===== src/rtl/pc_fetch_gen_if.sv =====
// Pipeline-control <-> IF-stage PC generator bundle.
// IF_ALIGN_CHECK_EN adds the instruction-address-error flag if_adel_o.
interface pc_fetch_gen_if;
  logic        stall_i;
  logic        flush_i;
  logic [31:0] new_pc_i;
  logic        branch_flag_i;
  logic [31:0] branch_target_i;
  logic [31:0] pc_o;
  logic        ce_o;
  logic        br_pending_o;
`ifdef IF_ALIGN_CHECK_EN
  logic        if_adel_o;
`endif

  modport master (
    output stall_i, flush_i, new_pc_i, branch_flag_i, branch_target_i,
`ifdef IF_ALIGN_CHECK_EN
    input  if_adel_o,
`endif
    input  pc_o, ce_o, br_pending_o
  );

  modport slave (
    input  stall_i, flush_i, new_pc_i, branch_flag_i, branch_target_i,
`ifdef IF_ALIGN_CHECK_EN
    output if_adel_o,
`endif
    output pc_o, ce_o, br_pending_o
  );
endinterface


===== src/rtl/pc_fetch_gen.sv =====
// IF-stage PC generator: sequential fetch, branch/flush redirects, stall with held branch.
// Optional IF_ALIGN_CHECK_EN: flag misaligned fetch on if_adel_o instead of forcing alignment.
module pc_fetch_gen #(
  parameter logic [31:0] RESET_PC = 32'h0000_0000,
  parameter logic [31:0] PC_STEP  = 32'd4
) (
  input  logic           clk,
  input  logic           rst_n,
  pc_fetch_gen_if.slave  bus
);

  typedef enum logic [1:0] {IDLE, RUN, HOLD, HOLD_BR} state_t;

  state_t      state_q, state_d;
  logic [31:0] pc_q, pc_d;
  logic [31:0] pend_tgt_q, pend_tgt_d;
  logic        ce_q, ce_d;
  logic        br_pend_q, br_pend_d;
  logic        frozen;

`ifdef IF_ALIGN_CHECK_EN
  localparam logic [31:0] TGT_MASK = 32'hFFFF_FFFF;
  logic adel_q, adel_d;
  // A misaligned pc parks the fetch until an exception redirect arrives.
  assign frozen = adel_q;
`else
  localparam logic [31:0] TGT_MASK = 32'hFFFF_FFFC;
  assign frozen = 1'b0;
`endif

  always_comb begin
    state_d    = state_q;
    pc_d       = pc_q;
    pend_tgt_d = pend_tgt_q;
    if (state_q == IDLE) begin
      state_d = RUN;
    end else if (bus.flush_i) begin
      pc_d    = bus.new_pc_i & TGT_MASK;
      state_d = RUN;
    end else if (frozen) begin
      state_d = state_q;
    end else if (bus.stall_i && bus.branch_flag_i) begin
      pend_tgt_d = bus.branch_target_i & TGT_MASK;
      state_d    = HOLD_BR;
    end else if (bus.stall_i) begin
      state_d = (state_q == HOLD_BR) ? HOLD_BR : HOLD;
    end else if (bus.branch_flag_i) begin
      pc_d    = bus.branch_target_i & TGT_MASK;
      state_d = RUN;
    end else if (state_q == HOLD_BR) begin
      pc_d    = pend_tgt_q;
      state_d = RUN;
    end else begin
      pc_d    = pc_q + PC_STEP;
      state_d = RUN;
    end

    br_pend_d = (state_d == HOLD_BR);
`ifdef IF_ALIGN_CHECK_EN
    adel_d = (state_d != IDLE) && (pc_d[1:0] != 2'b00);
    ce_d   = (state_d != IDLE) && (pc_d[1:0] == 2'b00);
`else
    ce_d   = (state_d != IDLE);
`endif
  end

  always_ff @(posedge clk or negedge rst_n) begin
    if (!rst_n) begin
      state_q    <= IDLE;
      pc_q       <= RESET_PC;
      pend_tgt_q <= 32'h0;
      ce_q       <= 1'b0;
      br_pend_q  <= 1'b0;
`ifdef IF_ALIGN_CHECK_EN
      adel_q     <= 1'b0;
`endif
    end else begin
      state_q    <= state_d;
      pc_q       <= pc_d;
      pend_tgt_q <= pend_tgt_d;
      ce_q       <= ce_d;
      br_pend_q  <= br_pend_d;
`ifdef IF_ALIGN_CHECK_EN
      adel_q     <= adel_d;
`endif
    end
  end

  assign bus.pc_o         = pc_q;
  assign bus.ce_o         = ce_q;
  assign bus.br_pending_o = br_pend_q;
`ifdef IF_ALIGN_CHECK_EN
  assign bus.if_adel_o    = adel_q;
`endif

endmodule


===== src/flat_wrapper.sv =====
// flat-port wrapper written by rule: the top's interface ports become plain ports
module pc_fetch_gen_flat 
#(
  parameter logic [31:0] RESET_PC = 32'h0000_0000,
  parameter logic [31:0] PC_STEP  = 32'd4
)
  (clk, rst_n, bus_stall_i, bus_flush_i, bus_new_pc_i, bus_branch_flag_i, bus_branch_target_i, bus_pc_o, bus_ce_o, bus_br_pending_o);
  pc_fetch_gen_if bus_i ();
  input  logic clk;
  input  logic rst_n;
  input wire logic [$bits(bus_i.stall_i)-1:0] bus_stall_i;
  input wire logic [$bits(bus_i.flush_i)-1:0] bus_flush_i;
  input wire logic [$bits(bus_i.new_pc_i)-1:0] bus_new_pc_i;
  input wire logic [$bits(bus_i.branch_flag_i)-1:0] bus_branch_flag_i;
  input wire logic [$bits(bus_i.branch_target_i)-1:0] bus_branch_target_i;
  output wire logic [$bits(bus_i.pc_o)-1:0] bus_pc_o;
  output wire logic [$bits(bus_i.ce_o)-1:0] bus_ce_o;
  output wire logic [$bits(bus_i.br_pending_o)-1:0] bus_br_pending_o;
  assign bus_i.stall_i = bus_stall_i;
  assign bus_i.flush_i = bus_flush_i;
  assign bus_i.new_pc_i = bus_new_pc_i;
  assign bus_i.branch_flag_i = bus_branch_flag_i;
  assign bus_i.branch_target_i = bus_branch_target_i;
  assign bus_pc_o = bus_i.pc_o;
  assign bus_ce_o = bus_i.ce_o;
  assign bus_br_pending_o = bus_i.br_pending_o;
  pc_fetch_gen #(.RESET_PC(RESET_PC), .PC_STEP(PC_STEP)) u_core (.clk(clk), .rst_n(rst_n), .bus(bus_i));
endmodule

===== config.mk =====
export PLATFORM = sky130hd
export DESIGN_NAME = pc_fetch_gen_flat
export DESIGN_NICKNAME = d
export VERILOG_FILES = /design/src/rtl/pc_fetch_gen_if.sv /design/src/rtl/pc_fetch_gen.sv /design/src/flat_wrapper.sv
export SDC_FILE = /design/constraint.sdc
export NUM_CORES = 1
export LEC_CHECK = 0
export ABC_AREA = 1
export CORE_ASPECT_RATIO = 0.75
export CORE_UTILIZATION = 50
export CTS_CLUSTER_DIAMETER = 200
export CTS_CLUSTER_SIZE = 24
export DETAILED_ROUTE_END_ITERATION = 10
export PLACE_DENSITY = 0.8
export SLEW_MARGIN = 20
export SYNTH_ARGS = -nofsm -noshare
export SYNTH_HDL_FRONTEND = slang
export SYNTH_SLANG_ARGS = --single-unit

===== constraint.sdc =====
create_clock -name clk -period 2 [get_ports clk]
set_input_delay 0.5 -clock clk [delete_from_list [all_inputs] [get_ports clk]]
set_output_delay 0.5 -clock clk [all_outputs]
set_load 0.01 [all_outputs]

==> results of run 1 <==
-- state kept, by name, indices dropped and copies added, names as in the netlist --
name,cells
u_core.bus.br_pending_o,1
u_core.bus.ce_o,1
u_core.state_q,2
u_core.pend_tgt_q,30
u_core.bus.pc_o,30
-- placed cells by master, fill, tap and decap left out, types with 3 or more instances in the layout --
| cell type | Yosys | layout |
|---|---|---|
| clkinv_2 | 0 | 3 |
| buf_12 | 0 | 5 |
| dfrtp_1 | 64 | 64 |
| o22ai_1 | 4 | 4 |
| nor2_4 | 7 | 7 |
| a21oi_1 | 31 | 31 |
| conb_1 | 2 | 3 |
| nand2_1 | 200 | 200 |
| nand3_1 | 34 | 34 |
| inv_1 | 37 | 37 |
| o211ai_1 | 4 | 4 |
| clkdlybuf4s50_1 | 0 | 94 |
| nand2_2 | 4 | 4 |
| clkbuf_1 | 10 | 3 |
| nor2_1 | 127 | 127 |
| o21ai_0 | 28 | 28 |
| clkbuf_16 | 0 | 9 |
| mux2_2 | 27 | 27 |
| buf_4 | 3 | 8 |
| o21ai_1 | 7 | 7 |
| nand2_4 | 4 | 4 |
-- area by class of cell --
cell class	instances	area (µm²)
tap	108	135
multi-input combinational	495	2390
clock inverter	4	45.0
inverter	39	146
timing repair buffer	109	1110
fill	759	2790
sequential	64	1600
clock buffer	12	236
-- cell usage after synthesis, types with 2 or more instances --
cell type,n,share of area (%)
o22ai_1,4,0.58
nand3_1,34,3.9
nor2_4,7,1.8
o211ai_1,4,0.69
conb_1,2,0.17
clkbuf_8,7,2.2
buf_6,3,0.78
inv_1,37,3.2
buf_4,3,0.52
nand2_2,4,0.58
buf_1,2,0.17
o21ai_1,7,0.81
a21oi_1,31,3.6
o21ai_0,28,3.2
mux2_2,27,7.0
mux2_1,2,0.52
nor2_1,127,11
clkbuf_1,10,0.86
nand2_4,4,1.0
buf_2,3,0.35
dfrtp_1,64,37
xnor2_1,2,0.40
nand2_1,200,17
-- metal layers --
layer	vias to the layer above	track usage (%)	wire, µm
li1	2168	-	-
met1	2039	39.9	5850
met2	186	49.2	5810
met3	12	5.49	958
met4	0	7.07	107
met5	-	0	0
-- power by group through the flow --
stage / logic [µW] / registers (µW) / clock network (µW)
2_1_floorplan: 631 / 1720 / 0
3_3_place_gp: 1110 / 1730 / 0
3_5_place_dp: 1140 / 1750 / 0
4_1_cts: 1150 / 1730 / 1550
5_1_grt: 1280 / 1760 / 1600
6_report: 1150 / 1730 / 1530
-- kinds of logic (layout without fill, tap and decap cells) --
kind of cell,count (synthesis),count (layout),share of synthesized area [%]
buffers and inverters,67,164,8.26
and+or+nand+nor,381,381,36.7
AOI/OAI and AO/OA,77,77,9.41
xor gates and xnor gates,3,3,0.605
DFF,64,64,36.8
muxes,30,30,7.74
other,2,3,0.173
adders and majority gates,1,1,0.288
-- path summary, 6_finish.rpt --
check                                       from                     to  slack, ns  cells past startpoint
hold reg to reg            u_core.pend_tgt_q[26]  u_core.pend_tgt_q[26]       0.49                      1
min in group clk           u_core.pend_tgt_q[26]  u_core.pend_tgt_q[26]       0.49                      1
setup / recovery              u_core.bus.pc_o[4]            bus_pc_o[4]       0.07                      1
hold / removal                             rst_n   u_core.pend_tgt_q[5]       0.18                      2
max in group asynchronous                  rst_n  u_core.pend_tgt_q[25]       1.52                      2
setup reg to reg              u_core.bus.pc_o[3]    u_core.bus.pc_o[24]       0.19                     12
-- per-stage QoR --
step,TNS (ns),std cells,area (µm²),hold WS (ns)
after CTS,0,831,5670,0.203
after global placement,0,815,5380,0.465
final,0,831,5670,0.180
after floorplan,0,626,4350,0.204
after global routing,0,831,5670,0.217
after detailed placement,-0.0415,815,5380,0.477
==> run metrics, run 1 <==
hold_buf cts=0; CTS buffer count=9; Setup WS pre-CTS=-0.0135 ns; Critical Path End Type=output pin; H-Tree Depth=3; Die Y=82.7 µm; Power Total=4420 µW; Crit Path Max Fanout=7; average size of a mapped cell=6.95 µm²; ANT cells=0; proportion of layout cells with a drive suffix above 1=10.4%; EDFF count, synth=0; CTS sink cnt=64; Seq pwr share=39.3%; die area=0.00907 mm²; largest net degree at the start of global routing=65; Final ANT Viol Nets=0; clock tree buffer depth=2; PortBufs=96; Clk network pwr share=34.7%; Net Switching=1370 µW; Max Freq=0.519 GHz; DRC viols=0; Combinational Power Share=26.1%; Layout area overhead=30.3%; Core ar.=0.00845 mm²; Detailed Routing Iterations Pass 1=7; wire per inst=15.3 µm; PwrDens=780 mW/mm²; clock latency on the worst-skew pair=0.33 ns; FFs w/ async S/R, synth=100%; CTS clock-pin slew for the worst setup and hold paths=0.05 ns; outcome=completed; vias in the first global route=4,192; post-CTS setup buffers=0; fin util=67.0%; hpwl dp=9.07 mm; sequential element share of the synthesized area=36.8%; initial antenna violation count=0; worst clock skew=0.00258 ns; Final nets=788; count of final setup violators=0; DRT iter0 DRCs=226; final period utilization=96.3%; final WL=12.7 mm; Die Wd=110 µm; fin. max-slew vios=0; CTS tree=done; delay-heaviest family, CP=buffers and inverters; synthesized cell area=0.00435 mm²; Final min period=1.93 ns; unrepaired setup endpoints after global routing=no; vias per cell=5.30; # Max-Cap Violations=0; GRT Total Usage=29.6%; # rows=29; first-pass GRT wire length=20.2 mm; CP required=1.50 ns; LEAKAGE=0.00265 µW; slowest CP cell=clkdlybuf4s50_1; Post-Syn Instances=625; Final WS setup=0.0744 ns; routability-driven placement congestion ratio=0.887; worst vdd ir=0.000587 V; Synth Register Bits=64; root buffer cell=clkbuf_16; initial core utilization=51.4%; vias post-DR=4,405; Yosys warning total=0; Critical Path Source Type=flop; Worst path max stage delay=0.60 ns; hold crit path type=input pin to async pin; Final Hold Vio Count=0; Setup CP Type=flop to output pin; critical path, cell by cell=clkdlybuf4s50_1; Post-CTS Resized=0; IO Count=103; switching fraction of total power=31.0%; GRT overflow=0; worst path bufs/invs=1; arrival time at the worst endpoint=1.43 ns; Top FF cell, synth=dfrtp_1; library cells used by synthesis=36; Internal=3050 µW
(Power assumes the default switching activity.)
==> run 2: changes to the inputs <==
--- a/config.mk
+++ b/config.mk
@@ -11,7 +11,7 @@
 export CTS_CLUSTER_DIAMETER = 200
 export CTS_CLUSTER_SIZE = 24
 export DETAILED_ROUTE_END_ITERATION = 10
-export PLACE_DENSITY = 0.8
+export PLACE_DENSITY = 0.78
 export SLEW_MARGIN = 20
 export SYNTH_ARGS = -nofsm -noshare
 export SYNTH_HDL_FRONTEND = slang
==> constraint.sdc (replaced) <==
create_clock -name clk -period 2.3 [get_ports clk]
set_input_delay 0.575 -clock clk [delete_from_list [all_inputs] [get_ports clk]]
set_output_delay 0.575 -clock clk [all_outputs]
set_load 0.01 [all_outputs]
==> run 2 against run 1 <==
Compared with the run above:
- first-iteration DRC count up 23%
- critical path depth unchanged
- design area down 0.33%
- critical path type unchanged
- cell count down 0.24%
- via count down 0.73%
- total power down 14%
- count of clock-buffer cells in the layout up 1
- global-route usage down 0.87 points
- critical endpoint unchanged
==> run metrics, run 2 (synthesis gave the netlist of run 1 again) <==
switching fraction of total power=30.4% (-0.63 points); CTS sink cnt=64 (unchanged); Die Y=82.7 µm (unchanged); Layout area overhead=29.9%; Sum Neg Setup Slack=0 ns (unchanged); vias in the first global route=4,172 (-0.48%); critical path, cell by cell=clkdlybuf4s50_1; LEAKAGE=0.00265 µW (-0.13%); outcome=completed; most common cell after layout, fill and taps aside=nand2_1; vias post-DR=4,373 (-0.73%); Final nets=789 (+0.13%); arrival time at the worst endpoint=1.42 ns (about the same); CTS buffer count=9 (unchanged); Clk network pwr share=34.1% (-0.6 points); initial core utilization=51.4% (unchanged); first-pass GRT wire length=19.7 mm (-2.3%); Seq pwr share=39.8% (+0.5 points); unrepaired setup endpoints after global routing=no; largest net degree at the start of global routing=65 (unchanged); Core ar.=0.00845 mm² (unchanged); Post-CTS Resized=0 (unchanged); delay-heaviest family, CP=buffers and inverters; CTS tree=done; final WL=12.1 mm (-4.6%); GRT Total Usage=28.7% (-0.87 points); PortBufs=96 (unchanged); Worst path max stage delay=0.60 ns (about the same); Critical Path Source Type=flop; ANT cells=0 (unchanged); fin. max-slew vios=0 (unchanged); Setup CP Type=flop to output pin; Power Total=3790 µW (-14%); final period utilization=86.7%; routability-driven placement congestion ratio=0.889 (+0.29%); most frequent cells in the layout=nand2_1, nor2_1, clkdlybuf4s50_1; IO Count=103 (unchanged); proportion of layout cells with a drive suffix above 1=10.5% (+0.17 points); root buffer cell=clkbuf_16; # Max-Cap Violations=0 (unchanged); fin cells=829 (-0.24%); GRT overflow=0 (unchanged); Net Switching=1150 µW (-16%); DRC viols=0 (unchanged); clock latency on the worst-skew pair=0.32 ns (about the same); count of final setup violators=0 (unchanged); Max Freq=0.501 GHz; vias per cell=5.28 (-0.49%); initial antenna violation count=0 (unchanged); hold crit path type=input pin to async pin; CTS clock-pin slew for the worst setup and hold paths=0.05 ns (about the same); Detailed Routing Iterations Pass 1=5 (-2); Final min period=2.00 ns; # rows=29 (unchanged); die area=0.00907 mm² (unchanged); hold_buf cts=0 (unchanged); Critical Path End Type=output pin; H-Tree Depth=3 (unchanged); post-CTS setup buffers=0 (unchanged); Combinational Power Share=26.1% (about the same); slowest CP cell=clkdlybuf4s50_1; DRT iter0 DRCs=279 (+23%); Final Hold Vio Count=0 (unchanged); PwrDens=671 mW/mm² (-14%); hpwl dp=8.76 mm (-3.4%); Final WS setup=0.305 ns (+0.231 ns); worst clock skew=0.00312 ns (+0.000542 ns); clock tree buffer depth=2 (unchanged); worst vdd ir=0.000347 V (-41%); Setup WS pre-CTS=0.168 ns (+0.182 ns); Crit Path Max Fanout=7 (unchanged); Final ANT Viol Nets=0 (unchanged); worst path bufs/invs=1 (unchanged); Internal=2640 µW (-13%); wire per inst=14.6 µm (-4.3%); Placed Cells=816 (+0.12%); CP required=1.73 ns (+0.23 ns); Die Wd=110 µm (unchanged)
==> run 2: cell count changes in the layout (fill, tap and decap cells not counted), sizes merged <==
cell / previous run / this run
clkinv: 4 / 1
bufinv: 1 / 0
buf: 15 / 16
clkbuf: 12 / 13
==> run 2: worst paths after layout <==
check / from / end / slack (ns) / cells past startpoint
setup / recovery: u_core.bus.pc_o[4] / bus_pc_o[4] / 0.30 / 1
min in group clk: u_core.pend_tgt_q[4] / u_core.pend_tgt_q[4] / 0.48 / 2
hold reg to reg: u_core.pend_tgt_q[4] / u_core.pend_tgt_q[4] / 0.48 / 2
max in group asynchronous: rst_n / u_core.bus.pc_o[31] / 1.74 / 2
hold / removal: rst_n / u_core.pend_tgt_q[4] / 0.26 / 2
setup reg to reg: u_core.bus.pc_o[3] / u_core.bus.pc_o[16] / 0.53 / 10
==> run 2: power groups by stage <==
| stage | registers [µW] | clock network (µW) | logic [µW] |
|---|---|---|---|
| 2_1_floorplan | 1500 | 0 | 549 |
| 3_3_place_gp | 1510 | 0 | 958 |
| 3_5_place_dp | 1520 | 0 | 985 |
| 4_1_cts | 1500 | 1310 | 995 |
| 5_1_grt | 1530 | 1350 | 1110 |
| 6_report | 1510 | 1290 | 991 |
==> run 2: metrics by stage <==
stage | hold slack (ns) | cell area [µm²] | util (%)
5_1_grt | 0.316 | 5650 | 66.8
3_5_place_dp | 0.473 | 5370 | 63.5
4_1_cts | 0.283 | 5650 | 66.8
6_report | 0.261 | 5650 | 66.8
3_3_place_gp | 0.465 | 5370 | 63.5
2_1_floorplan | 0.279 | 4350 | -
==> run 2: area by class of cell <==
type / count / area (µm²)
clock buffer: 13 / 280
fill: 737 / 2810
inverter: 39 / 146
multi-input combinational: 495 / 2390
sequential: 64 / 1600
tap: 108 / 135
timing repair buffer: 110 / 1090
==> run 2: metal layers <==
layer | vias to the layer above | global-route usage (%) | part of all wire, %
met3 | 18 | 4.87 | 7.8
li1 | 2164 | - | -
met5 | - | 0 | 0
met4 | 0 | 9.60 | 1.2
met1 | 1996 | 39.8 | 47
met2 | 195 | 45.6 | 44
==> run 3: changes to the inputs <==
--- a/config.mk
+++ b/config.mk
@@ -6,6 +6,7 @@
 export NUM_CORES = 1
 export LEC_CHECK = 0
 export ABC_AREA = 1
+export CAP_MARGIN = 15
 export CORE_ASPECT_RATIO = 0.75
 export CORE_UTILIZATION = 50
 export CTS_CLUSTER_DIAMETER = 200
==> results of run 3 <==
Same layout as run 2: the final DEF is identical, and so are final timing and power.
